[config.mk]
export PLATFORM = sky130hd
export DESIGN_NAME = mem_port_arbiter
export DESIGN_NICKNAME = d
export VERILOG_FILES = /design/src/rtl/mem_arb_pkg.sv /design/src/rtl/mem_port_arbiter_rr_pick.sv /design/src/rtl/mem_port_arbiter.sv
export SDC_FILE = /design/constraint.sdc
export NUM_CORES = 1
export LEC_CHECK = 0
export CORE_MARGIN = 5
export CORE_UTILIZATION = 25
export CTS_CLUSTER_SIZE = 24
export DETAILED_ROUTE_END_ITERATION = 10
export GPL_ROUTABILITY_DRIVEN = 1
export PLACE_DENSITY = 0.81
export REMOVE_ABC_BUFFERS = 1
export SLEW_MARGIN = 25
export SYNTH_ARGS = -nofsm -noshare
export SYNTH_HDL_FRONTEND = slang
export SYNTH_SLANG_ARGS = --single-unit
[constraint.sdc]
create_clock -name clk_50MHz -period 2.8 [get_ports clk_50MHz]
set_input_delay 0.7 -clock clk_50MHz [delete_from_list [all_inputs] [get_ports clk_50MHz]]
set_output_delay 0.7 -clock clk_50MHz [all_outputs]
set_load 0.02 [all_outputs]
[src/rtl/mem_arb_pkg.sv]
// Shared encodings for the two-port memory arbiter.
// State values double as the debug owner code.
package mem_arb_pkg;

    typedef enum logic [1:0] {
        IDLE = 2'b00,
        OWN0 = 2'b01,
        OWN1 = 2'b10
    } state_e;

    localparam logic PORT0 = 1'b0;
    localparam logic PORT1 = 1'b1;

endpackage

[src/rtl/mem_port_arbiter_rr_pick.sv]
// Two-way round-robin selector.
// On a tie the port that was not granted last wins.
module rr_pick
    import mem_arb_pkg::*;
(
    input  logic req0_i,
    input  logic req1_i,
    input  logic last_i,
    output logic valid_o,
    output logic pick_o
);

    always_comb begin
        valid_o = req0_i | req1_i;
        pick_o  = PORT0;
        if (req0_i && req1_i) begin
            pick_o = ~last_i;
        end else if (req1_i) begin
            pick_o = PORT1;
        end
    end

endmodule

[src/rtl/mem_port_arbiter.sv]
// Round-robin arbiter sharing one synchronous 256x16 memory
// between the processor (port 0) and a loader/debug master (port 1).
module mem_port_arbiter
    import mem_arb_pkg::*;
#(
    parameter int AW        = 8,
    parameter int DW        = 16,
    parameter int MAX_BURST = 4
) (
    input  logic          clk_50MHz,
    input  logic          reset,
    input  logic          req0,
    input  logic          we0,
    input  logic [AW-1:0] addr0,
    input  logic [DW-1:0] wdata0,
    output logic          gnt0,
    output logic          rvalid0,
    input  logic          req1,
    input  logic          we1,
    input  logic [AW-1:0] addr1,
    input  logic [DW-1:0] wdata1,
    output logic          gnt1,
    output logic          rvalid1,
    output logic [DW-1:0] rdata,
    output logic [AW-1:0] mem_addr,
    output logic [DW-1:0] mem_data,
    output logic          mem_wren,
    input  logic [DW-1:0] mem_q,
    output logic [1:0]    owner
);

    localparam int CW = $clog2(MAX_BURST + 1);
    localparam logic [CW-1:0] MAXB = CW'(MAX_BURST);

    state_e        state_q, state_d;
    logic          last_q, last_d;
    logic [CW-1:0] cnt_q, cnt_d;
    logic          rvalid0_q, rvalid1_q;
    logic          acc0, acc1;
    logic          pick_valid, pick_port;
    logic          burst_end;

    assign gnt0    = (state_q == OWN0);
    assign gnt1    = (state_q == OWN1);
    assign owner   = state_q;
    assign rvalid0 = rvalid0_q;
    assign rvalid1 = rvalid1_q;
    assign rdata   = mem_q;

    assign acc0 = gnt0 & req0;
    assign acc1 = gnt1 & req1;

    // Current owner's request is masked so the same picker
    // serves both the idle choice and the handover target.
    rr_pick u_pick (
        .req0_i  (req0 & (state_q != OWN0)),
        .req1_i  (req1 & (state_q != OWN1)),
        .last_i  (last_q),
        .valid_o (pick_valid),
        .pick_o  (pick_port)
    );

    assign burst_end = (cnt_q >= MAXB - 1'b1);

    always_comb begin
        mem_addr = '0;
        mem_data = '0;
        mem_wren = 1'b0;
        unique case (1'b1)
            acc0: begin
                mem_addr = addr0;
                mem_data = wdata0;
                mem_wren = we0;
            end
            acc1: begin
                mem_addr = addr1;
                mem_data = wdata1;
                mem_wren = we1;
            end
            default: ;
        endcase
    end

    always_comb begin
        state_d = state_q;
        last_d  = last_q;
        cnt_d   = cnt_q;
        unique case (state_q)
            IDLE: begin
                if (pick_valid) begin
                    state_d = pick_port ? OWN1 : OWN0;
                end
            end
            OWN0: begin
                if (!req0 || (pick_valid && burst_end)) begin
                    state_d = pick_valid ? OWN1 : IDLE;
                end
            end
            OWN1: begin
                if (!req1 || (pick_valid && burst_end)) begin
                    state_d = pick_valid ? OWN0 : IDLE;
                end
            end
            default: state_d = IDLE;
        endcase
        if (state_d != state_q) begin
            cnt_d = '0;
            if (state_d == OWN0) begin
                last_d = PORT0;
            end else if (state_d == OWN1) begin
                last_d = PORT1;
            end
        end else if ((acc0 || acc1) && cnt_q != MAXB) begin
            cnt_d = cnt_q + 1'b1;
        end
    end

    always_ff @(posedge clk_50MHz or posedge reset) begin
        if (reset) begin
            state_q   <= IDLE;
            last_q    <= PORT1;
            cnt_q     <= '0;
            rvalid0_q <= 1'b0;
            rvalid1_q <= 1'b0;
        end else begin
            state_q   <= state_d;
            last_q    <= last_d;
            cnt_q     <= cnt_d;
            rvalid0_q <= acc0 & ~we0;
            rvalid1_q <= acc1 & ~we1;
        end
    end

endmodule

==> results of run 1 <==
## worst paths after layout
path	endpoint
min reg2reg	last_q$_DFFE_PP1P_
min in group asynchronous	rvalid1$_DFF_PP0_
max reg2reg	last_q$_DFFE_PP1P_
min	last_q$_DFFE_PP1P_
max in group asynchronous	last_q$_DFFE_PP1P_
max	mem_data[14]
## synthesized netlist by cell type (all sizes together), types with 2 or more instances
| cell | instances |
|---|---|
| clkbuf | 3 |
| a22o | 26 |
| a211o | 2 |
| o21ai | 2 |
| and3b | 2 |
| dfrtp | 7 |
| nor2 | 5 |
| buf | 21 |
| mux2i | 3 |
| inv | 6 |
| nor2b | 4 |
| nand2 | 3 |
| ha | 4 |
## power by group
| group | total, uW | internal [uW] | switching, uW |
|---|---|---|---|
| combinational | 365 | 193 | 172 |
| sequential | 158 | 137 | 20.7 |
| clock | 99.7 | 54.9 | 44.8 |
## sequential cells by signal, summed over array words and instances, names as in the netlist
signal   flops
cnt_q        3
last_q       1
owner        2
rvalid0      1
rvalid1      1
## worst min-delay path: cells and delay by family (launching register included)
family	cells	cell delay, ps
flip-flops	1	380
multiplexers	1	60
buffers and inverters	1	50
## routing by layer
metal | vias up | track usage (%) | part of all wire [%] | wire length (um)
met5 | - | 0 | 0 | 0
met4 | 0 | 3.25 | 1.3 | 44
met3 | 7 | 11.4 | 17 | 560
met2 | 80 | 24.4 | 51 | 1740
met1 | 488 | 12.5 | 31 | 1050
li1 | 497 | - | - | -
## final cells by class
type,instances,area (um2)
Inverter,6,22.5
Multi-Input combinational cell,63,502
Fill cell,334,1780
Timing Repair Buffer,90,796
Clock buffer,4,26.3
Sequential cell,8,201
Tap cell,46,57.6
## stage by stage
stage / hold slack [ps] / total power [uW]
finish: 484 / 622
global route: 507 / 664
CTS: 491 / 636
detailed placement: 482 / 565
global placement: 468 / 549
floorplan: 452 / 341
## cells by family after synthesis
family	count (synthesis)	share of synthesized area, %
AOI/OAI and AO/OA	35	32.9
xor gates and xnor gates	1	0.987
adders and majority gates	4	5.64
buffers and inverters	30	21.3
DFF	8	22.7
muxes	3	3.39
and+or+nand+nor	20	13.1
==> flow_metrics.tcl, run 1 <==
set metrics [dict create \
    setup_tns_ps 0 \
    design_area_mm2 0.00161 \
    die_area_mm2 0.00484 \
    irDropWorstVdd_mv 0.238 \
    hpwl_um 2940 \
    status "finished, final reports clean" \
    worstHoldStart "last_q$_DFFE_PP1P_" \
    synth_area_leader_cell "a22o_1" \
    ant_nets 0 \
    cp_max_fo 27 \
    worstSetupEndpointType "output pin" \
    dpl_cell_area_mm2 0.00169 \
    yosys_warnings 0 \
    setup_slack_ps 77.8 \
    worst_ep_arrival_time_ps 2020 \
    area_growth_pct 81.0 \
    crit_slowest_cell "clkdlybuf4s50_1" \
    place_inst 213 \
    crit_family "buffers and inverters" \
    fin_worst_skew_ps 5.41 \
    cts.clk_slew.worst_paths_ps 50 \
    pre_cts_slack_ps -269 \
    cts_resized 26 \
    cts-root-buf "clkbuf_4" \
    grt_pass1_wl_um 5460 \
    power_density_mw_per_mm2 388 \
    cts_buffers 3 \
    reg2reg_slack_ps 260 \
    fmax_ghz 0.367 \
    wirelength_um 3390 \
    slew_headroom_pct 75.4 \
    cts_max_path_buffers 2 \
    hold_viol 0 \
    synth.distinct_cells 30 \
    final_util_pct 47.4 \
    setup.worst_path.start "req0" \
    setup-violations-final 0 \
    layout_commonest_cell "clkdlybuf4s50_1" \
    syn_area_um2 887 \
    synth_top_area_share_pct 25.7 \
    core_area_mm2 0.00339 \
    place.gp.congestion 0.804 \
    worstSkewPairLatency_ps 260 \
    h-tree-depth 1 \
    cp_num_cells 5 \
    hp-class "reg -> reg" \
    nNetsFinal 246 \
    hold_depth 2 \
    synth-seq-cells 8 \
    viasPerCell 4.94 \
    cp_cell_sequence "clkdlybuf4s50_1 > and3b_1 > buf_12 > a22o_1 > clkdlybuf4s15_1" \
    tightest_slew_ps 367 \
    die_w_um 69.6 \
    path_buf_inv 3 \
    p_leak_uw 0.000743 \
    port_buffers 84 \
    drc 0 \
    max-cap-violations 0 \
    worstPathRequired_ps 2100 \
    drt-pass1-iter-count 4 \
    die_h_um 69.6 \
    rr_worst_depth 9 \
    vias 1072 \
    worstSetupPathType "in -> out" \
    post_cts_buffers 0 \
    antenna_found_initial 0 \
    async_reset_ff_share_pct 100 \
    rsz0062_at_grt "no" \
    seq_area_frac_synth_pct 22.7 \
    drt_iter0_markers 12 \
    layout_common_cells "59 x clkdlybuf4s50_1, 26 x a22o_1, 23 x clkbuf_2" \
    worst_setup_path_start_kind "input pin" \
    slew_viol_final 0 \
    r2r_start "cnt_q[1]$_DFFE_PP0P_" \
    diodes 0 \
    synth.area.top_cells "a22o_1 26%, dfrtp_1 20%, buf_4 14%, ha_1 5.6%, mux2i_1 3.4%" \
    layoutNonFillerInstCount 217 \
    wl_per_cell_um 15.6 \
    drive_gt1_share_pct 21.1 \
    finalCritPeriodShare_pct 97.2 \
    hold_buffers 0 \
    cts_sinks 8 \
    finalCriticalPeriod_ps 2720 \
    synth-edff-count 0 \
    grt_pass1_vias 1213 \
    syn_area_per_cell_um2 8.78 \
    grt_max_degree 29 \
    synth-main-ff-cell "dfrtp_1" \
    syn_inst 101 \
    tritoncts "yes" \
    critPathMaxStageDelay_ps 480 \
    initial_core_util_pct 26.2 \
    row_count 21 \
    grt_overflow 0 \
    io_pins 117 \
    grt_use_total_pct 14.0 \
]
(Power assumes the default switching activity.)
==> run 2: changes to the inputs <==
--- a/config.mk
+++ b/config.mk
@@ -5,6 +5,7 @@
 export SDC_FILE = /design/constraint.sdc
 export NUM_CORES = 1
 export LEC_CHECK = 0
+export ABC_CLOCK_PERIOD_IN_PS = 2800
 export CORE_MARGIN = 5
 export CORE_UTILIZATION = 25
 export CTS_CLUSTER_SIZE = 24
==> results of run 2 <==
No change in the layout: final DEF, timing and power equal those of run 1.
==> run 3: changes to the inputs <==
--- a/config.mk
+++ b/config.mk
@@ -5,7 +5,6 @@
 export SDC_FILE = /design/constraint.sdc
 export NUM_CORES = 1
 export LEC_CHECK = 0
-export ABC_CLOCK_PERIOD_IN_PS = 2800
 export CORE_MARGIN = 5
 export CORE_UTILIZATION = 25
 export CTS_CLUSTER_SIZE = 24
==> results of run 3 <==
No change in the layout: final DEF, timing and power equal those of run 1.
